$ cat config.mk
export PLATFORM = sky130hd
export DESIGN_NAME = width_packer
export DESIGN_NICKNAME = d
export VERILOG_FILES = /design/src/rtl/width_packer.sv
export SDC_FILE = /design/constraint.sdc
export NUM_CORES = 1
export LEC_CHECK = 0
export BUFFER_PORTS_ARGS = -buffer_cell sky130_fd_sc_hd__buf_2
export CAP_MARGIN = 20
export CELL_PAD_IN_SITES_DETAIL_PLACEMENT = 1
export CELL_PAD_IN_SITES_GLOBAL_PLACEMENT = 2
export CORE_AREA = 2 2 172 174
export CTS_CLUSTER_DIAMETER = 40
export DETAILED_ROUTE_END_ITERATION = 10
export DIE_AREA = 0 0 174 176
export GPL_ROUTABILITY_DRIVEN = 0
export GPL_TIMING_DRIVEN = 0
export PLACE_DENSITY_LB_ADDON = 0.1
export SLEW_MARGIN = 20
export SYNTH_ARGS = -nofsm -noshare
export SYNTH_HDL_FRONTEND = slang
export SYNTH_SLANG_ARGS = --single-unit
$ cat constraint.sdc
create_clock -name i_clk -period 26.4 [get_ports i_clk]
set_input_delay 5.28 -clock i_clk [delete_from_list [all_inputs] [get_ports i_clk]]
set_output_delay 5.28 -clock i_clk [all_outputs]
set_load 0.01 [all_outputs]
$ cat src/rtl/width_packer.sv
// width_packer: gathers RATIO narrow words into one wide beat.
// Each accepted word goes into the next lane of a fill register. A word on the
// last lane, or a word flagged with i_in_last, closes the group. The closed beat
// is then moved into the output register. A new word can be accepted while the
// output beat is stalled, unless that word would close a group.
module width_packer #(
  parameter int D_WIDTH = 32,
  parameter int RATIO   = 4
) (
  input  logic                       i_clk,
  input  logic                       i_reset,
  input  logic                       i_in_valid,
  output logic                       o_in_ready,
  input  logic [D_WIDTH-1:0]         i_in_data,
  input  logic                       i_in_last,
  output logic                       o_out_valid,
  input  logic                       i_out_ready,
  output logic [D_WIDTH*RATIO-1:0]   o_out_data,
  output logic [RATIO-1:0]           o_out_keep,
  output logic                       o_out_last,
  output logic                       o_pending
);

  localparam int LW = $clog2(RATIO);
  localparam int OW = D_WIDTH * RATIO;

  logic [LW-1:0] lane;
  logic [OW-1:0] fill;
  logic          closing;
  logic          accept;
  logic [OW-1:0] beat_data;
  logic [RATIO-1:0] beat_keep;

  // A word closes the group when it lands on the top lane or carries last.
  // o_in_ready is held low during reset.
  always_comb begin
    closing    = (lane == LW'(RATIO - 1)) | (i_in_valid & i_in_last);
    o_in_ready = !i_reset & (!closing | !o_out_valid | i_out_ready);
    accept     = i_in_valid & o_in_ready;
  end

  // Build the closing beat: fill register plus the current word at its lane.
  // Lanes above the current lane are already zero in the fill register.
  always_comb begin
    beat_data = fill;
    beat_data[lane*D_WIDTH +: D_WIDTH] = i_in_data;
    beat_keep = '0;
    for (int k = 0; k < RATIO; k++) begin
      beat_keep[k] = (LW'(k) <= lane);
    end
  end

  // Fill register and lane counter. Both return to zero only when a group closes.
  always_ff @(posedge i_clk or posedge i_reset) begin
    if (i_reset) begin
      lane <= '0;
      fill <= '0;
    end else if (accept) begin
      if (closing) begin
        lane <= '0;
        fill <= '0;
      end else begin
        fill[lane*D_WIDTH +: D_WIDTH] <= i_in_data;
        lane <= lane + LW'(1);
      end
    end
  end

  // Output beat register. A closing accept loads a new beat, even in the same
  // cycle the old beat is consumed. Without a closing accept, consumption only
  // drops valid, and data, keep and last keep their values.
  always_ff @(posedge i_clk or posedge i_reset) begin
    if (i_reset) begin
      o_out_valid <= 1'b0;
      o_out_data  <= '0;
      o_out_keep  <= '0;
      o_out_last  <= 1'b0;
    end else if (accept && closing) begin
      o_out_valid <= 1'b1;
      o_out_data  <= beat_data;
      o_out_keep  <= beat_keep;
      o_out_last  <= i_in_last;
    end else if (i_out_ready) begin
      o_out_valid <= 1'b0;
    end
  end

  // Words are still waiting in the fill register whenever the lane counter is nonzero.
  always_comb o_pending = (lane != '0);

endmodule

==> impl_metrics.toml, run 1 <==
[status]
status = "finished clean"

[pwr]
p_leak_uw = 0.00645
power.density_nw_per_um2 = 91.2
peakVddDrop_v = 0.0000584

[detailed_routing]
drc = 0
wire_per_inst_um = 25.2
num_vias = 9746
routed_via_density = 6.04
first_iter_violations = 862
drtAntennaViolNets = 0
routed_wl_um = 40600
first_pass_iters = 5

[synthesis]
synthAdderAreaFrac = 0.00749
yosys.area.top_type = "dfrtp_1"
synthMuxAreaShare = 0.0308
synthXorXnorAreaFrac = 0
synthTopCellsByArea = "dfrtp_1 56%, a31oi_1 7.0%, a32o_1 5.5%"
ys_seq_area_frac = 0.565
synth_top_area_frac = 0.565
syn-num-nets = 1056
ys_ff_latch = 264
synth_cells = 1012
syn_area_um2 = 11700
synth_compound_area_frac = 0.272
synth.distinct_cells = 35
ys.warnings.count = 0
synth_top_family_by_area = "compound AO/OA/AOI/OAI gates"
synthSimpleGateAreaFrac = 0.0524
syn_area_per_cell_um2 = 11.6

[placement]
port_buffers = 140
dp.final_hpwl_um = 27200
placed_area_um2 = 12900

[sta]
finalClockSkew_ps = 15.0
finalMaxSlewViolations = 0
max_freq_ghz = 0.0853
setup_viol = 0
rsz0062_at_grt = "false"
hold_viol_final = 0
relSlewSlack = 0.500
finalSetupTns_ps = 0
timing.final.crit_period_ps = 11730
worst-slew-pin-transition_ps = 750
period_share = 0.444

[cts]
ctsResizeCount = 0
clk_path_buf_depth = 3
htreeDepth = 2
clock_sinks = 264
cts_hold_buf = 0
cts_tree = "yes"
clk_latency_ps = 530
postCtsSetupRepairBufs = 0
root_buffer = "clkbuf_16"
path_clk_slew_ps = 50
numCtsBuffers = 42

[critical_path]
critPathLaunchType = "input port"
cp_max_fo = 10
r2r_start = "lane[0]"
critPathArrivalTime_ps = 6450
rr_worst_depth = 8
crit_path_end_kind = "output pin"
worst-setup-path-type = "in -> out"
cp.required_ps = 21120
r2r_end = "fill[15]"
reg2reg_slack_ps = 23730

[die]
coreArea_um2 = 28500
rows = 62
die_h_um = 176
dieArea_um2 = 30600
start_util = 0.410
ios = 173
fp.dieW_um = 174

[layout]
final_nets = 1242
fin_area_um2 = 14500
drive_gt1_frac = 0.277
diodes = 0
area_growth_pct = 23.7

[grt]
grt_overflow = 0
antenna_found_initial = 0
grt_max_degree = 101
grt_pass1_wl_um = 61500
grt_usage = 0.263
first_global_vias = 9820

[worst_hold_path]
worstHoldPathCells = 1
min_delay_worst_endpoint = "o_out_keep[0]"
hp-start = "o_out_keep[0]"
holdCritPathClass = "reg -> reg"

[run]
max-cap-violations = 0
-- worst max-delay path: stages --
cell and delay [ps]:
buf_2 90, nand2b_1 90, buf_2 210, clkbuf_1 450, nor2_1 100, nor2_1 90, buf_2 130
-- metal layers --
metal | track usage | part of all wire | up-vias
li1 | - | - | 4276
met1 | 0.383 | 0.46 | 5099
met2 | 0.420 | 0.47 | 314
met3 | 0.0327 | 0.049 | 57
met4 | 0.0662 | 0.019 | 0
met5 | 0 | 0 | -
-- flip-flops by register name, indices dropped and copies added, names as in the netlist --
signal	cells
fill	128
lane	2
o_out_data	128
o_out_keep	4
o_out_last	1
o_out_valid	1
-- layout by cell type, fill, tap and decap left out, types with 2 or more instances in the layout --
| cell | count |
|---|---|
| a31oi_1 | 130 |
| nand2b_1 | 7 |
| a211o_1 | 4 |
| a21oi_1 | 74 |
| buf_1 | 4 |
| nor2b_1 | 7 |
| clkinvlp_4 | 5 |
| buf_2 | 190 |
| nor4bb_1 | 2 |
| mux2_2 | 32 |
| clkbuf_1 | 55 |
| dfrtp_1 | 264 |
| inv_1 | 3 |
| clkbuf_4 | 19 |
| nand3_1 | 32 |
| a32oi_1 | 3 |
| a22oi_1 | 59 |
| clkbuf_8 | 4 |
| ha_1 | 7 |
| nor2_1 | 4 |
| o2bb2ai_1 | 31 |
| buf_4 | 12 |
| bufinv_16 | 8 |
| clkinv_1 | 4 |
| inv_6 | 3 |
| buf_6 | 12 |
| a32o_1 | 64 |
| clkbuf_16 | 45 |
| clkinv_2 | 3 |
| nand2_1 | 59 |
| nor3_1 | 4 |
| a22o_1 | 66 |
| buf_16 | 2 |
-- per-stage QoR --
stage / setup slack [ps] / power, µW / std cells / hold WS [ps] / utilization
2_1_floorplan: 13850 / 620 / 1012 / 456 / -
3_3_place_gp: 10300 / 721 / 1536 / 447 / 0.451
3_5_place_dp: 14690 / 725 / 1538 / 447 / 0.453
4_1_cts: 14690 / 1330 / 1613 / 467 / 0.507
5_1_grt: 14600 / 1370 / 1613 / 488 / 0.507
6_report: 14670 / 1320 / 1613 / 465 / 0.507
-- synth_stat cells, drive strengths merged --
cell type and number:
a211o 4, a21oi 74, a22o 66, a22oi 59, a31oi 130, a32o 64, a32oi 3, and2 1
and3 1, and4b 1, and4bb 1, buf 78, clkbuf 68, clkinv 4, dfrtp 264, ha 7
inv 4, mux2 32, nand2 59, nand2b 8, nand3 32, nor2 4, nor2b 7, nor3 5
nor4b 1, nor4bb 2, o21ai 1, o2bb2ai 31, or2 1
-- area by class of cell --
type | count | area [µm²]
well taps | 384 | 480
multi-input cells | 594 | 4240
repair buffers | 142 | 756
inverters | 8 | 37.5
clock buffers | 55 | 1200
flip-flops and latches | 264 | 6610
fillers | 3105 | 14100
plain buffers | 146 | 817
clock inverters | 20 | 328
-- kinds of logic (layout without fill, tap and decap cells) --
logic type	Yosys count	in the layout
AO/OA/AOI/OAI	432	432
flip-flops	264	264
buffers and inverters	154	371
AND/OR/NAND/NOR	123	123
multiplexers	32	32
adder cells (fa/ha/maj)	7	7
-- worst max path at each step --
| stage | end | slack [ps] | startpoint |
|---|---|---|---|
| finish | o_in_ready | 14670 | i_out_ready |
| global route | o_in_ready | 14600 | i_out_ready |
| CTS | o_in_ready | 14690 | i_out_ready |
| detailed placement | o_in_ready | 14690 | i_out_ready |
| global placement | o_out_data[109] | 10300 | i_reset |
| floorplan | fill[0] | 13850 | i_reset |
-- where the power goes --
group / switching (µW) / internal [µW]
registers: 34.3 / 454
clock network: 202 / 400
logic: 147 / 82.7
No activity file was read; power rests on OpenSTA's default activity.
==> inputs of run 2 (changes only) <==
--- a/config.mk
+++ b/config.mk
@@ -9,10 +9,10 @@
 export CAP_MARGIN = 20
 export CELL_PAD_IN_SITES_DETAIL_PLACEMENT = 1
 export CELL_PAD_IN_SITES_GLOBAL_PLACEMENT = 2
-export CORE_AREA = 2 2 172 174
+export CORE_AREA = 2 2 189 191
 export CTS_CLUSTER_DIAMETER = 40
 export DETAILED_ROUTE_END_ITERATION = 10
-export DIE_AREA = 0 0 174 176
+export DIE_AREA = 0 0 191 193
 export GPL_ROUTABILITY_DRIVEN = 0
 export GPL_TIMING_DRIVEN = 0
 export PLACE_DENSITY_LB_ADDON = 0.1
==> constraint.sdc (replaced) <==
create_clock -name i_clk -period 10.1 [get_ports i_clk]
set_input_delay 2.02 -clock i_clk [delete_from_list [all_inputs] [get_ports i_clk]]
set_output_delay 2.02 -clock i_clk [all_outputs]
set_load 0.01 [all_outputs]
==> run 2 against run 1 <==
Effect of this change:
- final cell count grew 5.3%
- combinational power grew to 2.6 times the previous value
- die area rose by 20%
- final area increased by 1.2%
- non-clock buffer count grew 1
- largest power group unchanged
- worst setup slack lost 9800 ps
- register-to-register slack worse by 17000 ps
- sequential share of layout area fell by 0.56 points
==> impl_metrics.toml, run 2 (synthesized netlist as in run 1, its figures left out) <==
[die]
ios = 173
start_util = 0.335
rows = 69
die_h_um = 193
coreArea_um2 = 35000
fp.dieW_um = 191
dieArea_um2 = 36900

[sta]
finalClockSkew_ps = 15.9
hold_viol_final = 0
worst-slew-pin-transition_ps = 869
max_freq_ghz = 0.192
period_share = 0.515
finalMaxSlewViolations = 0
setup_viol = 0
timing.final.crit_period_ps = 5200
relSlewSlack = 0.421
rsz0062_at_grt = "false"
whs_ps = 460

[detailed_routing]
drc = 0
first_iter_violations = 577
first_pass_iters = 5
wire_per_inst_um = 25.3
routed_via_density = 5.68
routed_wl_um = 43100
drtAntennaViolNets = 0
num_vias = 9648

[status]
status = "finished clean"

[layout]
area_growth_pct = 25.3
final_common_cell = "dfrtp_1"
diodes = 0
mostFrequentLayoutCells = "264 x dfrtp_1, 190 x buf_2, 130 x a31oi_1"
drive_gt1_frac = 0.282
final_nets = 1247
fin_util = 0.419
top_regs = "fill: 128 flops, o_out_data: 128 flops, o_out_keep: 4 flops"

[cts]
postCtsSetupRepairBufs = 0
cts_tree = "yes"
root_buffer = "clkbuf_16"
path_clk_slew_ps = 40
ctsResizeCount = 0
htreeDepth = 2
clk_path_buf_depth = 3
clk_latency_ps = 530
numCtsBuffers = 46
cts_hold_buf = 0
clock_sinks = 264

[critical_path]
cp_cell_sequence = "buf_2 -> nand2b_1 -> buf_2 -> clkbuf_1 -> nor2_1 -> nor2_1 -> buf_2"
critPathArrivalTime_ps = 3180
crit_path_end_kind = "output pin"
cp_slowest_stage_delay_ps = 430
worst-setup-path-type = "in -> out"
critPathBufInv = 4
critPathLaunchType = "input port"
cp_max_fo = 10
cp.required_ps = 8080
reg2reg_slack_ps = 7230
cp_common_cell = "buf_2"
critPathSlowestCell = "clkbuf_1"
path_delay_family = "buffers and inverters"

[placement]
port_buffers = 140
dp.final_hpwl_um = 29400

[grt]
grt_max_degree = 86
grt_pass1_wl_um = 65000
first_global_vias = 9966
antenna_found_initial = 0
grt_overflow = 0
grt_usage = 0.235

[pwr]
power.density_nw_per_um2 = 238
power.total_uw = 3490
peakVddDrop_v = 0.000124
p_leak_uw = 0.00648

[run]
max-cap-violations = 0

[worst_hold_path]
holdCritPathClass = "reg -> reg"
[run 2: worst paths after layout]
check / from / end / cells past startpoint
worst max-delay path: i_out_ready / o_in_ready / 7
worst min-delay path: o_out_keep[0] / o_out_keep[0] / 1
worst max register to register: lane[0] / fill[8] / 8
worst min register to register: o_out_keep[0] / o_out_keep[0] / 1
max in group asynchronous: i_reset / o_out_data[108] / 3
min in group asynchronous: i_reset / o_out_data[62] / 2
[run 2: final cells by class]
type | count | area [µm²]
clock inverter | 26 | 344
multi-input combinational | 594 | 4240
inverter | 8 | 37.5
clock buffer | 57 | 1240
sequential | 264 | 6610
tap | 461 | 577
buffer | 146 | 817
timing repair buffer | 143 | 783
fill | 3800 | 20300
[run 2: per-layer routing]
layer | vias to the layer above | share of wire | track usage
met2 | 224 | 0.47 | 0.382
met5 | - | 0 | 0
met3 | 59 | 0.037 | 0.0320
li1 | 4300 | - | -
met4 | 0 | 0.016 | 0.0465
met1 | 5065 | 0.48 | 0.336
[run 2: where the power goes]
group / internal, µW / total [µW] / switching (µW)
Sequential: 1190 / 1280 / 88.2
Clock: 1050 / 1610 / 553
Combinational: 218 / 609 / 392
Total: 2460 / 3490 / 1030
[run 2: stage by stage]
step	cell area (µm²)	setup TNS (ps)	std cells	setup WS, ps
6_report	14700	0	1699	4900
5_1_grt	14700	0	1699	4760
4_1_cts	14700	0	1699	4870
3_5_place_dp	13100	0	1616	4870
3_3_place_gp	13000	-821610	1613	-3130
2_1_floorplan	11700	0	1012	811
